[config.mk]
export PLATFORM = sky130hd
export DESIGN_NAME = dqn_sequencer
export DESIGN_NICKNAME = d
export VERILOG_FILES = /design/src/rtl/dqn_sequencer.sv
export SDC_FILE = /design/constraint.sdc
export NUM_CORES = 1
export LEC_CHECK = 0
export BUFFER_PORTS_ARGS = -buffer_cell sky130_fd_sc_hd__clkbuf_2
export CORE_ASPECT_RATIO = 1.4
export CORE_MARGIN = 5
export CORE_UTILIZATION = 50
export CTS_CLUSTER_DIAMETER = 40
export DETAILED_ROUTE_END_ITERATION = 8
export PLACE_DENSITY_LB_ADDON = 0.25
export SYNTH_ARGS = -nofsm -noshare
export SYNTH_HDL_FRONTEND = slang
export SYNTH_SLANG_ARGS = --single-unit
[constraint.sdc]
create_clock -name clk -period 2.3 [get_ports clk]
set_clock_uncertainty 0.05 [all_clocks]
set_input_delay 0.23 -clock clk [delete_from_list [all_inputs] [get_ports clk]]
set_output_delay 0.23 -clock clk [all_outputs]
set_load 0.05 [all_outputs]
[src/rtl/dqn_sequencer.sv]
// Phase/step/episode sequencer for the DQN training datapath.
// The datapath decodes phase; step_end/episode_end/term_goal are registered one-cycle event pulses.
module dqn_sequencer #(
  parameter int PHASES      = 9,
  parameter int MAX_STEP    = 15,
  parameter int MAX_EPISODE = 4095,
  parameter int PH_W        = 4,
  parameter int STEP_W      = 4,
  parameter int EP_W        = 12,
  parameter int STATE_W     = 4
) (
  input  logic               clk,
  input  logic               rst,
  input  logic               start,
  input  logic               hold,
  input  logic [STATE_W-1:0] st1,
  input  logic [STATE_W-1:0] goal_state,
  output logic [PH_W-1:0]    phase,
  output logic [STEP_W-1:0]  step,
  output logic [EP_W-1:0]    episode,
  output logic               step_end,
  output logic               episode_end,
  output logic               term_goal,
  output logic               busy,
  output logic               done
);

  if (PHASES < 2 || PHASES >= (1 << PH_W)) begin : g_bad_phases
    $error("dqn_sequencer: PHASES must be >= 2 and fit in PH_W bits");
  end
  if (MAX_STEP < 1 || MAX_STEP >= (1 << STEP_W)) begin : g_bad_step
    $error("dqn_sequencer: MAX_STEP must be >= 1 and fit in STEP_W bits");
  end
  if (MAX_EPISODE < 1 || MAX_EPISODE >= (1 << EP_W)) begin : g_bad_episode
    $error("dqn_sequencer: MAX_EPISODE must be >= 1 and fit in EP_W bits");
  end

  localparam logic [PH_W-1:0]   PH_LAST  = PH_W'(PHASES);
  localparam logic [PH_W-1:0]   PH_ONE   = PH_W'(1);
  localparam logic [STEP_W-1:0] STEP_MAX = STEP_W'(MAX_STEP);
  localparam logic [STEP_W-1:0] STEP_ONE = STEP_W'(1);
  localparam logic [EP_W-1:0]   EP_MAX   = EP_W'(MAX_EPISODE);

  typedef enum logic [1:0] {S_IDLE = 2'd0, S_RUN = 2'd1, S_DONE = 2'd2} state_t;

  state_t              state_q, state_d;
  logic [PH_W-1:0]     phase_d;
  logic [STEP_W-1:0]   step_d;
  logic [EP_W-1:0]     episode_d;
  logic                step_end_d, episode_end_d, term_goal_d;
  logic                advance, wrap, goal_hit, ep_over, budget_out;
  logic [EP_W-1:0]     ep_inc;

  assign advance    = (state_q == S_RUN) && !hold;
  assign wrap       = advance && (phase == PH_LAST);
  assign goal_hit   = (st1 == goal_state);
  assign ep_over    = wrap && (goal_hit || (step == STEP_MAX));
  assign ep_inc     = episode + EP_W'(1);
  assign budget_out = ep_over && (ep_inc == EP_MAX);

  always_ff @(posedge clk) begin
    if (rst) begin
      state_q     <= S_IDLE;
      phase       <= '0;
      step        <= '0;
      episode     <= '0;
      step_end    <= 1'b0;
      episode_end <= 1'b0;
      term_goal   <= 1'b0;
      busy        <= 1'b0;
      done        <= 1'b0;
    end else begin
      state_q     <= state_d;
      phase       <= phase_d;
      step        <= step_d;
      episode     <= episode_d;
      step_end    <= step_end_d;
      episode_end <= episode_end_d;
      term_goal   <= term_goal_d;
      busy        <= (state_d == S_RUN);
      done        <= (state_d == S_DONE);
    end
  end

  always_comb begin
    state_d = state_q;
    case (state_q)
      S_IDLE:  if (start) state_d = S_RUN;
      S_RUN:   if (budget_out) state_d = S_DONE;
      S_DONE:  if (start) state_d = S_RUN;
      default: state_d = S_IDLE;
    endcase
  end

  always_comb begin
    phase_d       = phase;
    step_d        = step;
    episode_d     = episode;
    step_end_d    = 1'b0;
    episode_end_d = 1'b0;
    term_goal_d   = 1'b0;
    if (state_q != S_RUN) begin
      if (start) begin
        phase_d   = PH_ONE;
        step_d    = STEP_ONE;
        episode_d = '0;
      end
    end else if (advance) begin
      if (!wrap) begin
        phase_d = phase + PH_ONE;
      end else begin
        phase_d    = PH_ONE;
        step_end_d = 1'b1;
        if (ep_over) begin
          episode_d     = ep_inc;
          step_d        = STEP_ONE;
          episode_end_d = 1'b1;
          term_goal_d   = goal_hit;
          // Budget exhausted: park counters at zero while the pulses still fire.
          if (budget_out) begin
            phase_d = '0;
            step_d  = '0;
          end
        end else begin
          step_d = step + STEP_ONE;
        end
      end
    end
  end

endmodule

; Yosys cells after proc, flatten, opt, wreduce, memory -nomap -nowiden
; Index checks and enable logic that the tools add are counted.
[word_totals]
regBits = 27
inputBits = 12
[op_classes]
n_mux = 20
eq_ne = 10
n_reduce_logical = 17
n_addsub = 3
n_bitwise = 3
[op_table]
columns = op, count
row1 = two-way mux 12 bit, 5
row2 = two-way mux 4 bit, 8
row3 = "adder 12 x 1 -> 12 bit, second input constant", 1
row4 = "== test 12 bit, second input constant", 1
row5 = "adder 4 x 1 -> 4 bit, second input constant", 2
row6 = "== test 4 bit, second input constant", 2
row7 = nonzero test 2 bit, 3
row8 = OR reduction 5 bit, 1
row9 = "== test 2 x 1 -> 1 bit, second input constant", 2
row10 = "== test 2 bit, second input constant", 2
row11 = == test 4 bit, 1
row12 = logical AND 1 bit, 4
row13 = two-way mux 1 bit, 4
row14 = two-way mux 2 bit, 2
row15 = case mux 2 bit (2 select lines), 1
row16 = AND reduction 4 bit, 1
row17 = OR reduction 4 bit, 1
row18 = inverter 1 bit, 3
row19 = AND reduction 3 bit, 1
row20 = OR reduction 3 bit, 1
row21 = logical NOT 2 bit, 1
row22 = "inequality test 2 x 1 -> 1 bit, second input constant", 1
row23 = "inequality test 2 bit, second input constant", 1
row24 = AND reduction 2 bit, 1
row25 = other kinds (3), 3

; Longest topological paths before layout
[depth]
ltp_word = 10
mapped_depth = 9

; Worst setup path before layout
; No wires, ideal clock.
[synth_timing]
path_kind = register to register
from = reg episode[1]
to = reg done
t_arrival_ps = 2142
setup_time_ps = 116
slack_ps = -8
t_required_ps = 2134
synth_period_minus_slack_ps = 2308
path_stages_with_launch = 10
path_cell_list = dfxtp_1 > ha_1 > buf_4 > and3_1 > buf_2 > xnor2_1 > o22ai_1 > and3_1 > clkbuf_1 > a31o_2
[synth_between]
elab_chain_len = 6
[synth_lines]
columns = item, line_no
row1 = "start, declared", 20  ; output logic [EP_W-1:0] episode,
row2 = "start signal, assigned", 76  ; episode <= episode_d;
row3 = adder 12 x 1 -> 12 bit, 58  ; assign ep_inc = episode + EP_W'(1);
row4 = == test 12 bit, 59  ; assign budget_out = ep_over && (ep_inc == EP_MAX);
row5 = logical AND 1 bit, 59
row6 = two-way mux 2 bit, 89  ; S_RUN: if (budget_out) state_d = S_DONE;
row7 = case mux 2 bit (2 select lines), 87  ; case (state_q)
row8 = == test 2 bit, 81  ; done <= (state_d == S_DONE);
row9 = "end signal, assigned", 81
row10 = "end, declared", 25  ; output logic done
; No other way between the ends.
; A chain may end at the register's enable or synchronous reset.

; Final worst setup path
[layout_timing]
from = reg episode[0]
to = reg state_q[0]
[layout_between]
elab_chain_len = 5
[layout_lines]
columns = item, line_no
row1 = adder 12 x 1 -> 12 bit, 58
row2 = == test 12 bit, 59
row3 = logical AND 1 bit, 59
row4 = two-way mux 2 bit, 89
row5 = case mux 2 bit (2 select lines), 87
row6 = "end signal, assigned", 73  ; state_q <= state_d;
row7 = "end, declared", 46  ; state_t state_q, state_d;
; No other way between the ends.

==> metrics.yaml <==
setup_path:
  r2r_start: "episode[0]$_SDFFE_PP0P_"
  critPathSlowestCell: "dfxtp_2"
  max_stage_delay_ps: 420
  worstSetupStartpoint: "episode[0]$_SDFFE_PP0P_"
  crit_path_end_kind: "flop"
  crit_fanout: 10
  crit_path_cell_trace: "ha_1, nand3_1, a211oi_1, o22ai_1, and3_1, a221oi_1"
  cp_data_arrival_time_ps: 2220
  criticalPathCategory: "flop to flop"
  cp.required_ps: 2440
  worstSetupStartpointType: "flop"
routing:
  wl_per_cell_um: 16.9
  drt_pre_antenna_iters: 4
  dr.first_iter.drc_count: 73
  drt_wl_total_um: 4420
  ant_nets: 0
  viasPerCell: 6.33
  vias: 1658
  remaining_drc_errors: 0
power:
  power.leakage_nw: 0.691
  finalPower_mw: 0.911
  peakVddDrop_mv: 0.379
  powerDensity_nw_per_um2: 492
clock_network:
  root_buffer: "clkbuf_8"
  clk_pin_slew_ps: 100
  clockBufferDepth: 2
  clock_sinks: 27
  clk_latency_ps: 280
  tritoncts: "built"
  cts_made_buffers: 3
  htree_levels: 1
synth:
  synth-main-ff-cell: "dfxtp_1"
  async_flop_share_pct: 0
  synth_cell_types: 53
  synthTopCellsByArea: "dfxtp_1 (34%), ha_1 (3.9%), o21ai_0 (3.8%)"
  synth_edf_count: 0
  synth_top_area_cell: "dfxtp_1"
  ys_seq_area_share_pct: 33.8
  syn_area_um2: 1600
  yosysTopAreaCellShare_pct: 33.8
  yosysWarnings: 0
  syn_avg_cell_area_um2: 8.37
  netlist_instances: 191
  ys_seq_elements: 27
  syn_nets: 208
floorplan:
  initial_core_util_pct: 51.7
  dieArea_um2: 4450
  fp.coreArea_um2: 3090
  die_width_um: 57.8
  die_h_um: 76.9
  rows: 24
  ioPinCount: 37
timing:
  finalWorstSetupSlack_ps: 215
  worst_hold_slack_ps: 242
  setup_viol: 0
  rsz0062_at_grt: "no"
  slew_headroom_pct: 63.0
  worstMarginPinSlew_ps: 539
  final-hold-violation-count: 0
  slew_violations: 0
  finalCriticalPeriod_ps: 2090
  max_freq_mhz: 480
  fin_crit_sh_pct: 90.7
  fin_tns_setup_ps: 0
place:
  placed_cells: 258
  port_buffers: 36
  dpl-instance-area_um2: 1800
  hpwl_um: 3300
  preCtsSetupSlack_ps: 188
  routabilityCongestion: 0.901
run_status:
  status: "finished, final reports clean"
global_route:
  antenna_found_initial: 0
  grt_max_degree: 23
  grt_pass1_wl_um: 7560
  first_global_vias: 1644
  gr-total-overflow: 0
  grtUsageTotal_pct: 21.2
min_path:
  hold_path.class: "input port to flop"
  hp-start: "st1[1]"
finish:
  fillCellCount: 309
  fin_area_um2: 1850
  drive_above_1_share_pct: 26.5
  utilization_pct: 59.9
  fin_nets: 241
  n_antenna_cell: 0
  final_cells: 262
  final_common_cell: "clkbuf_2"
  final_cell_mix: "clkbuf_2 (36), dfxtp_1 (25), nand2_1 (15), o21ai_0 (12), a21oi_1 (10)"
  area_growth_pct: 15.9
job:
  drv_cap: 0
-- cells by family after synthesis --
family	after synthesis	share of synthesized area, %
buf+inv	23	7.36
simple gates	70	25.0
mux	2	1.25
compound gates	55	23.8
flops	27	33.8
xor+xnor	9	4.93
fa+ha+maj	5	3.91
-- synthesized netlist by cell type (2+ instances only) --
master / n
buf_6: 2
a21oi_1: 10
nor4_1: 3
a311oi_1: 5
nand2b_1: 2
nand2_1: 15
buf_2: 3
o31ai_1: 2
and4_1: 3
and3_1: 2
a31oi_1: 4
o41ai_1: 2
xnor2_1: 6
mux2i_1: 2
or3_1: 2
ha_1: 5
dfxtp_1: 27
nor3b_1: 3
o22ai_1: 3
nor3_1: 7
a31o_2: 2
nand4_1: 8
clkbuf_1: 8
nand3_1: 7
inv_1: 7
a221oi_1: 2
nor2_1: 7
xor2_1: 3
o21ai_0: 12
a32oi_1: 2
a41oi_1: 3
-- layout make-up --
class                      count  area [um^2]  share of cell area, %
inverter                       8         30.0                   1.62
sequential                    27          543                   29.3
clock buffer                   3         41.3                   2.23
multi-input combinational    141          950                   51.2
tap                           39         48.8                   2.63
clock inverter                 1         7.51                  0.405
timing repair buffer          43          233                   12.6
-- metal layers --
layer  up-vias  part of all wire (%)  track usage (%)
met4         0                   3.4             12.3
met5         -                     0                0
met1       780                    39             24.1
met2        70                    52             36.4
li1        791                     -                -
met3        17                   6.0             3.19
-- sequential cells by signal (all words and copies together) (netlist names) --
signal / cells
episode: 12
phase: 4
step: 4
state_q: 2
busy: 1
done: 1
episode_end: 1
step_end: 1
term_goal: 1
-- worst max-delay path: cells and delay by family (launching register included) --
kind                       cells  cell delay (ps)
adders and majority gates      1              340
and+or+nand+nor                2              470
DFF                            1              420
AOI/OAI and AO/OA              3              700
-- repair_timing --
item / CTS / global route
setup buffers: 0 / 0
hold buffers: 0 / 0
resized for setup: 0 / 2
endpoints found under the setup margin: 0 / 3
-- final timing paths --
| kind | end | slack, ps | cells past startpoint |
|---|---|---|---|
| setup / recovery | state_q[0]$_SDFF_PP0_ | 210 | 6 |
| setup reg to reg | state_q[0]$_SDFF_PP0_ | 210 | 6 |
| hold / removal | term_goal$_SDFF_PP0_ | 240 | 4 |
| hold reg to reg | step[1]$_SDFFE_PP0P_ | 480 | 2 |
-- report_power, final --
| part | switching [mW] | total (mW) | internal, mW |
|---|---|---|---|
| sequential | 0.0117 | 0.488 | 0.476 |
| clock | 0.160 | 0.284 | 0.123 |
| combinational | 0.0941 | 0.139 | 0.0451 |
(Power assumes the default switching activity.)
